**src/rtl/mips_ctrl_pkg.sv**
```systemverilog
// mips_ctrl_pkg: shared opcodes, FSM states, datapath select encodings and control word for the multi-cycle MIPS controller
package mips_ctrl_pkg;

  localparam logic [5:0] OP_R   = 6'b000000;
  localparam logic [5:0] OP_LW  = 6'b100011;
  localparam logic [5:0] OP_SW  = 6'b101011;
  localparam logic [5:0] OP_BEQ = 6'b000100;
  localparam logic [5:0] OP_J   = 6'b000010;
  localparam logic [5:0] OP_LUI = 6'b001111;
  localparam logic [5:0] OP_ORI = 6'b001101;

  typedef enum logic [3:0] {
    S_IDLE,
    S_FETCH,
    S_DECODE,
    S_MEM_ADDR,
    S_MEM_READ,
    S_MEM_WB,
    S_MEM_WRITE,
    S_EXEC,
    S_R_WB,
    S_BRANCH,
    S_JUMP,
    S_IMM_EXEC,
    S_IMM_WB
  } state_t;

  localparam logic [1:0] ALU_OP_ADD   = 2'b00;
  localparam logic [1:0] ALU_OP_SUB   = 2'b01;
  localparam logic [1:0] ALU_OP_FUNCT = 2'b10;
  localparam logic [1:0] ALU_OP_OR    = 2'b11;

  localparam logic [1:0] SRC_B_RT     = 2'b00;
  localparam logic [1:0] SRC_B_FOUR   = 2'b01;
  localparam logic [1:0] SRC_B_IMM    = 2'b10;
  localparam logic [1:0] SRC_B_IMM_SH = 2'b11;

  localparam logic [1:0] PC_SRC_ALU    = 2'b00;
  localparam logic [1:0] PC_SRC_ALUOUT = 2'b01;
  localparam logic [1:0] PC_SRC_JUMP   = 2'b10;

  localparam logic [1:0] WB_SEL_ALUOUT = 2'b00;
  localparam logic [1:0] WB_SEL_MDR    = 2'b01;
  localparam logic [1:0] WB_SEL_LUI    = 2'b10;

  typedef struct packed {
    logic       pc_write;
    logic       pc_write_cond;
    logic       i_or_d;
    logic       mem_read;
    logic       mem_write;
    logic       ir_write;
    logic [1:0] mem_to_reg;
    logic       reg_dst;
    logic       reg_write;
    logic       alu_src_a;
    logic [1:0] alu_src_b;
    logic [1:0] alu_op;
    logic [1:0] pc_source;
    logic       instr_done;
    logic       illegal_op;
  } ctrl_t;

  function automatic logic is_legal(input logic [5:0] op);
    return op inside {OP_R, OP_LW, OP_SW, OP_BEQ, OP_J, OP_LUI, OP_ORI};
  endfunction

endpackage

```
**src/rtl/mc_ctrl_decode.sv**
```systemverilog
// mc_ctrl_decode: combinational state + opcode + memory-ready to control word decoder
module mc_ctrl_decode
  import mips_ctrl_pkg::*;
(
  input  state_t     i_state,
  input  logic [5:0] i_opcode,
  input  logic       i_rdy,
  output ctrl_t      o_ctrl
);

  logic w_illegal;

  assign w_illegal = !is_legal(i_opcode);

  // Every field defaults to 0, so only the strobes and selects each state needs are raised
  always_comb begin
    o_ctrl = '0;
    case (i_state)
      S_FETCH: begin
        o_ctrl.mem_read  = 1'b1;
        o_ctrl.alu_src_b = SRC_B_FOUR;
        o_ctrl.ir_write  = i_rdy;
        o_ctrl.pc_write  = i_rdy;
      end
      S_DECODE: begin
        o_ctrl.alu_src_b  = SRC_B_IMM_SH;
        o_ctrl.illegal_op = w_illegal;
        o_ctrl.instr_done = w_illegal;
      end
      S_MEM_ADDR: begin
        o_ctrl.alu_src_a = 1'b1;
        o_ctrl.alu_src_b = SRC_B_IMM;
      end
      S_MEM_READ: begin
        o_ctrl.mem_read = 1'b1;
        o_ctrl.i_or_d   = 1'b1;
      end
      S_MEM_WB: begin
        o_ctrl.reg_write  = 1'b1;
        o_ctrl.mem_to_reg = WB_SEL_MDR;
        o_ctrl.instr_done = 1'b1;
      end
      S_MEM_WRITE: begin
        o_ctrl.mem_write  = 1'b1;
        o_ctrl.i_or_d     = 1'b1;
        o_ctrl.instr_done = i_rdy;
      end
      S_EXEC: begin
        o_ctrl.alu_src_a = 1'b1;
        o_ctrl.alu_src_b = SRC_B_RT;
        o_ctrl.alu_op    = ALU_OP_FUNCT;
      end
      S_R_WB: begin
        o_ctrl.reg_write  = 1'b1;
        o_ctrl.reg_dst    = 1'b1;
        o_ctrl.mem_to_reg = WB_SEL_ALUOUT;
        o_ctrl.instr_done = 1'b1;
      end
      S_BRANCH: begin
        o_ctrl.alu_src_a     = 1'b1;
        o_ctrl.alu_src_b     = SRC_B_RT;
        o_ctrl.alu_op        = ALU_OP_SUB;
        o_ctrl.pc_write_cond = 1'b1;
        o_ctrl.pc_source     = PC_SRC_ALUOUT;
        o_ctrl.instr_done    = 1'b1;
      end
      S_JUMP: begin
        o_ctrl.pc_write   = 1'b1;
        o_ctrl.pc_source  = PC_SRC_JUMP;
        o_ctrl.instr_done = 1'b1;
      end
      S_IMM_EXEC: begin
        o_ctrl.alu_src_a = 1'b1;
        o_ctrl.alu_src_b = SRC_B_IMM;
        o_ctrl.alu_op    = ALU_OP_OR;
      end
      S_IMM_WB: begin
        o_ctrl.reg_write  = 1'b1;
        o_ctrl.mem_to_reg = (i_opcode == OP_LUI) ? WB_SEL_LUI : WB_SEL_ALUOUT;
        o_ctrl.instr_done = 1'b1;
      end
      default: o_ctrl = '0;
    endcase
  end

endmodule

```
**src/rtl/multi_cycle_control.sv**
```systemverilog
// multi_cycle_control: main multi-cycle MIPS control FSM; holds the state register and next-state logic
module multi_cycle_control
  import mips_ctrl_pkg::*;
#(
  parameter bit USE_MEM_READY = 1'b1
) (
  input  logic       clk,
  input  logic       rstn,
  input  logic [5:0] opcode,
  input  logic       mem_ready,
  output logic       pc_write,
  output logic       pc_write_cond,
  output logic       i_or_d,
  output logic       mem_read,
  output logic       mem_write,
  output logic       ir_write,
  output logic [1:0] mem_to_reg,
  output logic       reg_dst,
  output logic       reg_write,
  output logic       alu_src_a,
  output logic [1:0] alu_src_b,
  output logic [1:0] alu_op,
  output logic [1:0] pc_source,
  output logic       instr_done,
  output logic       illegal_op
);

  state_t r_state;
  state_t w_state_nxt;
  logic   w_rdy;
  ctrl_t  w_ctrl;

  assign w_rdy = USE_MEM_READY ? mem_ready : 1'b1;

  // Memory states hold on !rdy; every final state returns to FETCH
  always_comb begin
    w_state_nxt = r_state;
    case (r_state)
      S_IDLE:      w_state_nxt = S_FETCH;
      S_FETCH:     w_state_nxt = w_rdy ? S_DECODE : S_FETCH;
      S_DECODE: begin
        case (opcode)
          OP_LW, OP_SW: w_state_nxt = S_MEM_ADDR;
          OP_R:         w_state_nxt = S_EXEC;
          OP_BEQ:       w_state_nxt = S_BRANCH;
          OP_J:         w_state_nxt = S_JUMP;
          OP_ORI:       w_state_nxt = S_IMM_EXEC;
          OP_LUI:       w_state_nxt = S_IMM_WB;
          default:      w_state_nxt = S_FETCH;
        endcase
      end
      S_MEM_ADDR:  w_state_nxt = (opcode == OP_LW) ? S_MEM_READ : S_MEM_WRITE;
      S_MEM_READ:  w_state_nxt = w_rdy ? S_MEM_WB : S_MEM_READ;
      S_MEM_WRITE: w_state_nxt = w_rdy ? S_FETCH : S_MEM_WRITE;
      S_EXEC:      w_state_nxt = S_R_WB;
      S_IMM_EXEC:  w_state_nxt = S_IMM_WB;
      S_MEM_WB, S_R_WB, S_BRANCH, S_JUMP, S_IMM_WB: w_state_nxt = S_FETCH;
      default:     w_state_nxt = S_IDLE;
    endcase
  end

  // Asynchronous reset drops straight to IDLE so no partially issued write completes
  always_ff @(posedge clk or negedge rstn) begin
    if (!rstn) r_state <= S_IDLE;
    else       r_state <= w_state_nxt;
  end

  mc_ctrl_decode u_decode (
    .i_state  (r_state),
    .i_opcode (opcode),
    .i_rdy    (w_rdy),
    .o_ctrl   (w_ctrl)
  );

  assign pc_write      = w_ctrl.pc_write;
  assign pc_write_cond = w_ctrl.pc_write_cond;
  assign i_or_d        = w_ctrl.i_or_d;
  assign mem_read      = w_ctrl.mem_read;
  assign mem_write     = w_ctrl.mem_write;
  assign ir_write      = w_ctrl.ir_write;
  assign mem_to_reg    = w_ctrl.mem_to_reg;
  assign reg_dst       = w_ctrl.reg_dst;
  assign reg_write     = w_ctrl.reg_write;
  assign alu_src_a     = w_ctrl.alu_src_a;
  assign alu_src_b     = w_ctrl.alu_src_b;
  assign alu_op        = w_ctrl.alu_op;
  assign pc_source     = w_ctrl.pc_source;
  assign instr_done    = w_ctrl.instr_done;
  assign illegal_op    = w_ctrl.illegal_op;

endmodule

```
**config.mk**
```make
export PLATFORM = sky130hd
export DESIGN_NAME = multi_cycle_control
export DESIGN_NICKNAME = d
export VERILOG_FILES = /design/src/rtl/mips_ctrl_pkg.sv /design/src/rtl/mc_ctrl_decode.sv /design/src/rtl/multi_cycle_control.sv
export SDC_FILE = /design/constraint.sdc
export NUM_CORES = 1
export LEC_CHECK = 0
export ABC_AREA = 0
export ABC_CLOCK_PERIOD_IN_PS = 1300
export CORE_MARGIN = 5
export CORE_UTILIZATION = 38
export CTS_CLUSTER_SIZE = 16
export DETAILED_ROUTE_END_ITERATION = 10
export GPL_TIMING_DRIVEN = 0
export PLACE_DENSITY = 0.72
export SLEW_MARGIN = 20
export SYNTH_ARGS = -nofsm -noshare
export SYNTH_HDL_FRONTEND = slang
export SYNTH_HIERARCHICAL = 1
export SYNTH_SLANG_ARGS = --single-unit
export TNS_END_PERCENT = 100
```
**constraint.sdc**
```tcl
create_clock -name clk -period 1.3 [get_ports clk]
set_clock_uncertainty 0.05 [all_clocks]
set_input_delay 0.26 -clock clk [delete_from_list [all_inputs] [get_ports clk]]
set_output_delay 0.26 -clock clk [all_outputs]
set_load 0.005 [all_outputs]
```
==> flow_summary.json <==
{
  "seqCellArea_um2": 101.3,
  "worstPathRequired_ps": 990,
  "violations": "setup timing",
  "row_count": 15,
  "fin_tns_setup_ps": -6115,
  "antenna_found_initial": 0,
  "fin_ws_ps": -496.7,
  "critPathSlowestCell": "dfrtp_2",
  "setup_viol": 23,
  "drt-pass1-iter-count": 4,
  "power-per-cell-area_nw_per_um2": 1908,
  "r2r-start": "r_state[1]$_DFF_PN0_",
  "fin_nets": 158,
  "synth_simple_gate_area_share_pct": 41.94,
  "syn_to_final_growth_pct": 97.07,
  "grt_max_degree": 14,
  "syn_nets": 102,
  "hold_slack_ps": 167.2,
  "place_inst": 145,
  "placeableCoreArea_um2": 1727,
  "reg2reg_depth": 5,
  "fmax_ghz": 0.5566,
  "path_clk_slew_ps": 40,
  "drtAntennaViolNets": 0,
  "slew_violations": 0,
  "n_fill_cell": 140,
  "largest_reg_flops": 4,
  "status": "finished with violations",
  "die_h_um": 52.40,
  "port_buffers": 27,
  "min_path_type": "primary input to asynchronous set/reset pin",
  "path_cells": "buf_6 > a21o_1 > o21ai_0 > a211o_1 > buf_2",
  "rsz0062_at_grt": "yes",
  "ios": 28,
  "ys_seq_elements": 4,
  "grt_first_pass_wirelength_mm": 4.560,
  "synth_top_family_by_area": "simple AND/OR/NAND/NOR gates",
  "reg2reg_slack_ps": -190,
  "drive_above_1_share_pct": 64.86,
  "gp_congestion": 0.7350,
  "synth_top_flop_cell": "dfrtp_1",
  "die_w_um": 52.40,
  "min_period_ps": 1797,
  "ys_seq_area_share_pct": 14.65,
  "async_flop_share_pct": 100.0,
  "cp_max_fo": 7,
  "cts_tree": "yes",
  "top_register": "r_state",
  "synth_fa_ha_area_share_pct": 0,
  "total_leakage_power_nw": 0.5982,
  "critPathLaunch": "r_state[1]$_DFF_PN0_",
  "dpl.hpwl_mm": 1.593,
  "overflow": 0,
  "reg2reg_to": "r_state[3]$_DFF_PN0_",
  "postCtsHoldBufs": 0,
  "worst_slew_pin_slew_ps": 426.4,
  "vias_per_cell": 5.659,
  "synth_most_common_cell": "nor2_1",
  "num_vias": 979,
  "synthesis.area_um2": 683.2,
  "synth_edf_count": 0,
  "slew_headroom_pct": 71.57,
  "maxCapViolCount": 0,
  "synth.area.top_cells": "dfrtp_1, nor2_1, buf_2",
  "finalCritPeriodShare_pct": 138.2,
  "dieArea_um2": 2746,
  "n_antenna_cell": 0,
  "critPathCaptureType": "output pin",
  "synth.area.mux_share_pct": 0,
  "synth_compound_gate_area_share_pct": 31.87,
  "synthCells": 93,
  "h-tree-depth": 1,
  "cts_num_sinks": 4,
  "synth_top_area_share_pct": 14.65,
  "drtIter0Drc": 23,
  "final_cells": 173,
  "wl_per_cell_um": 16.36,
  "synth.avg_cell_area_um2": 7.346,
  "synth.distinct_cells": 40,
  "path_class": "flop to output pin",
  "wl_mm": 2.830,
  "yosys.area.top_type": "dfrtp_1",
  "cts_buffer_depth": 2,
  "track_usage_pct": 21.76,
  "hold_viol_final": 0,
  "synth_xor_area_share_pct": 3.846,
  "root_buffer": "clkbuf_4",
  "synth_warnings": 6,
  "critPathMaxStageDelay_ps": 420,
  "multi_input_area_um2": 689.4,
  "reg.largest.list": "r_state: 4 flops",
  "clk_latency_ps": 240,
  "route.detailed.drc": 0,
  "postLayoutCoreUtil_pct": 77.97,
  "peakVddDrop_mv": 1.410,
  "synth_common_cells": "nor2_1, buf_2, nand2_1, nor3_1",
  "start_util_pct": 39.57,
  "crit_arrival_ps": 1490,
  "crit_path_start_kind": "flop",
  "cts_made_buffers": 3,
  "grt_pass1_vias": 942
}
-- logic make-up after synthesis --
kind of cell    count (synthesis)
flops                           4
compound gates                 26
xor+xnor                        3
simple gates                   49
buf+inv                        11
-- layout by cell type (no fill, tap or decap), drive strengths merged, types with 2 or more instances in the layout --
cell type / Yosys / layout
dfrtp: 4 / 4
nor4bb: 2 / 2
o31ai: 2 / 2
nand3: 2 / 2
a31oi: 2 / 2
nand2: 6 / 6
buf: 9 / 55
or4: 2 / 2
nand2b: 5 / 5
o221ai: 2 / 2
nand4: 2 / 2
inv: 2 / 2
o21a: 3 / 3
a21oi: 2 / 2
nor2b: 2 / 2
dlygate4sd2: 0 / 2
o21ai: 3 / 3
clkbuf: 0 / 5
a211oi: 3 / 3
nor3: 7 / 7
xnor2: 3 / 3
o211ai: 2 / 2
nor2: 14 / 14
-- stage by stage --
step,power (W),cell area (µm²),setup WS (ps)
floorplan,0.0009739,709.4,-38.72
global placement,0.001479,1011,-1192
global route,0.002733,1346,-551.2
finish,0.002568,1346,-496.7
detailed placement,0.001522,1011,-1214
CTS,0.002323,1285,-423.1
-- where the power goes --
part | total (W) | internal, W | switching [W] | leakage (nW)
combinational | 0.00216 | 0.00116 | 0.000997 | 0.534
sequential | 0.000235 | 0.000174 | 0.0000609 | 0.0496
clock | 0.000176 | 0.000116 | 0.0000604 | 0.0150
-- final cells by class --
type / count / share of cell area (%)
Sequential cell: 4 / 7.528
Buffer: 9 / 7.249
Timing Repair Buffer: 51 / 29.18
Clock buffer: 4 / 1.952
Tap cell: 25 / 2.323
Inverter: 2 / 0.5576
Multi-Input combinational cell: 78 / 51.21
-- critical path, delay by kind of cell (launching register included) --
kind	cells	cell delay, ps
buf+inv	2	300
flops	1	420
compound gates	3	530
-- worst max path at each step --
| stage | endpoint | slack, ps | depth (start not counted) |
|---|---|---|---|
| floorplan | r_state[3]$_DFF_PN0_ | -40 | 3 |
| global placement | instr_done | -1190 | 6 |
| detailed placement | instr_done | -1210 | 6 |
| CTS | instr_done | -420 | 6 |
| global route | instr_done | -550 | 5 |
| finish | instr_done | -500 | 5 |
-- per-layer routing --
layer	global-route usage [%]	share of wire [%]	vias to the layer above	wire, µm
met2	39.05	49	38	1394
met1	27.57	44	472	1235
met5	0	0	-	0
li1	-	-	461	-
met4	5.106	1.8	0	50
met3	1.994	5.3	8	149
-- timing repair --
action,in CTS,in global routing
endpoints found under the hold margin,0,0
setup endpoints to repair,23,23
setup buffers,20,4
gates resized for setup,143,15
pin swaps,16,12
(Power assumes the default switching activity.)
==> variant: new RTL, same settings <==
Make the reset (`rstn`) synchronous in one clocked block. Comments in the files are not updated.
--- a/src/rtl/multi_cycle_control.sv
+++ b/src/rtl/multi_cycle_control.sv
@@ -61,5 +61,5 @@
 
   // Asynchronous reset drops straight to IDLE so no partially issued write completes
-  always_ff @(posedge clk or negedge rstn) begin
+  always_ff @(posedge clk) begin
     if (!rstn) r_state <= S_IDLE;
     else       r_state <= w_state_nxt;
Function: differs if rstn is asserted again (counterexample within 4 cycles, from zero or initial values and one cycle with rstn low); with rstn held inactive, the same outputs for 10 cycles.
==> variant against the unedited design <==
- the flow still finishes with violations (negative setup slack)
- critical path depth rose by 1
- core utilization rose by 1.5 points
- area after synthesis fell by 0.92%
- wire length fell by 0.21%
- via count rose by 6.1%
- sequential cell count did not move
- fmax rose by 5.8%
- setup slack improved by 0.098 ns
- cell area rose by 0.84%
- global-route usage fell by 2.5 points
Power is left out: it rests on default switching activity, and per cell area and clock period it moved more than threefold.
==> variant: results (changes against the unedited design) <==
Outcome - finished with violations
Failing checks - negative setup slack
CP arrival - 1.39 ns (-0.10 ns)
Top post-synthesis cells by area - dfxtp_1, nor2_1, nand2_1
Initial antenna violation count - 0 (unchanged)
Headroom to the max-slew limit - 73.81% (+2.2 points)
Slowest stage cell on the critical path - dlygate4sd2_1
Hold Path End - r_state[2]$_SDFF_PN0_
Async set or reset register ratio after synthesis - 0% (-100 points)
Setup violators final - 23 (unchanged)
Largest net degree at the start of global routing - 11 (-3)
Port Buffer Count - 27 (unchanged)
GP Congestion - 0.8221 (+12%)
Max FO, Critical Path - 5 (-2)
Total track usage - 19.28% (-2.5 points)
GR Overflow Total - 0 (unchanged)
Vias in the first global route - 949 (+0.74%)
Fraction of layout cells with a size suffix above 1 - 62.11% (-2.8 points)
Synth Warn # - 6 (unchanged)
CTS max path bufs - 2 (unchanged)
Worst min-delay path class - in2reg
Root buf cell - clkbuf_4
TritonCTS buffer count - 3 (unchanged)
Hold Startpoint - opcode[5]
Vias per cell - 5.586 (-1.3%)
Synth unique cells - 36 (-10%)
First-pass detailed-route iteration total - 4 (unchanged)
Slack of the critical path - -0.3983 ns (+0.09843 ns)
CTS clock-pin slew for the worst setup and hold paths - 0.04 ns (about the same)
First-pass GRT wire length - 4.008 mm (-12%)
1st-iter DRT viols - 27 (+17%)
ANT cells - 0 (unchanged)
Drt wl/cell - 15.18 um (-7.2%)
Crit path max-delay family - compound AO/OA/AOI/OAI gates
RR Endpoint - r_state[3]$_SDFF_PN0_
Syn_nets - 116 (+14%)
Layout fillers - 113 (-19%)
R2R cell count - 5 (unchanged)
Seq/Total Area, Yosys - 11.83% (-2.8 points)
Top cells by count, synth - nor2_1, nand2_1, nand3_1
CP endpoint - instr_done
Reg2reg start - r_state[2]$_SDFF_PN0_
Slowest Stage Delay on Critical Path - 0.30 ns (-0.12 ns)
H-tree depth - 1 (unchanged)
Post-Place Worst Slack - -1.051 ns (+0.1628 ns)
Largest registers - r_state: 4 flops
# nets final - 172 (+8.9%)
Hold Crit Depth - 4
Detailed placement HPWL - 1.563 mm (-1.9%)
Reg-to-reg setup timing slack - -0.25 ns (-0.06 ns)
CP Launch Point - opcode[4]
Post-DRT Antenna Nets - 0 (unchanged)
Clk Latency, worst-skew pair - 0.24 ns (about the same)
Post-synth top flop - dfxtp_1
variant: changes by cell type in the layout (fill, tap and decap cells not counted), sizes merged, moves of 3 or more:
cell | before | now
nand3 | 2 | 8
dfrtp | 4 | 0
o21a | 3 | 0
dfxtp | 0 | 4
nand2 | 6 | 11
nor2 | 14 | 19
a21oi | 2 | 5
variant: cells by family (layout without fill, tap and decap cells):
logic type	count (synthesis)	count (layout)	share of synthesized area, %
DFF	4	4	11.83
and+or+nand+nor	66	66	50.28
xor gates and xnor gates	1	1	1.294
buffers and inverters	12	66	9.796
AOI/OAI and AO/OA	24	24	26.80
variant: stage by stage:
step | instance area [um2] | util [%] | hold WS, ns | TNS (ns) | std cells
2_1_floorplan | 685.7 | - | 0.3085 | -0.02474 | 107
6_report | 1358 | 79.49 | 0.4281 | -4.706 | 186
4_1_cts | 1232 | 72.16 | 0.4082 | -3.810 | 179
5_1_grt | 1358 | 79.49 | 0.4294 | -6.088 | 186
3_3_place_gp | 987.2 | 57.80 | 0.4986 | -11.92 | 159
3_5_place_dp | 987.2 | 57.80 | 0.5084 | -12.50 | 159
variant: metal layers:
metal / GRT usage, % / part of all wire [%]
met1: 20.17 / 41
met5: 0 / 0
met4: 4.255 / 1.5
met3: 6.553 / 5.9
met2: 36.61 / 51
variant: final cells by class:
type,count,area (um2),area share [%]
sequential,4,95.09,7.005
tap,25,31.28,2.304
multi-input combinational,91,671.9,49.49
timing repair buffer,51,412.9,30.41
clock buffer,3,22.52,1.659
inverter,2,7.507,0.5530
buffer,10,116.4,8.571
variant: repair_timing:
| action | 4_1_cts | 5_1_grt |
|---|---|---|
| resized for setup | 149 | 20 |
| pin swaps | 20 | 12 |
| cloned | 1 | 0 |
| setup endpoints to repair | 23 | 23 |
| buffers inserted | 16 | 8 |
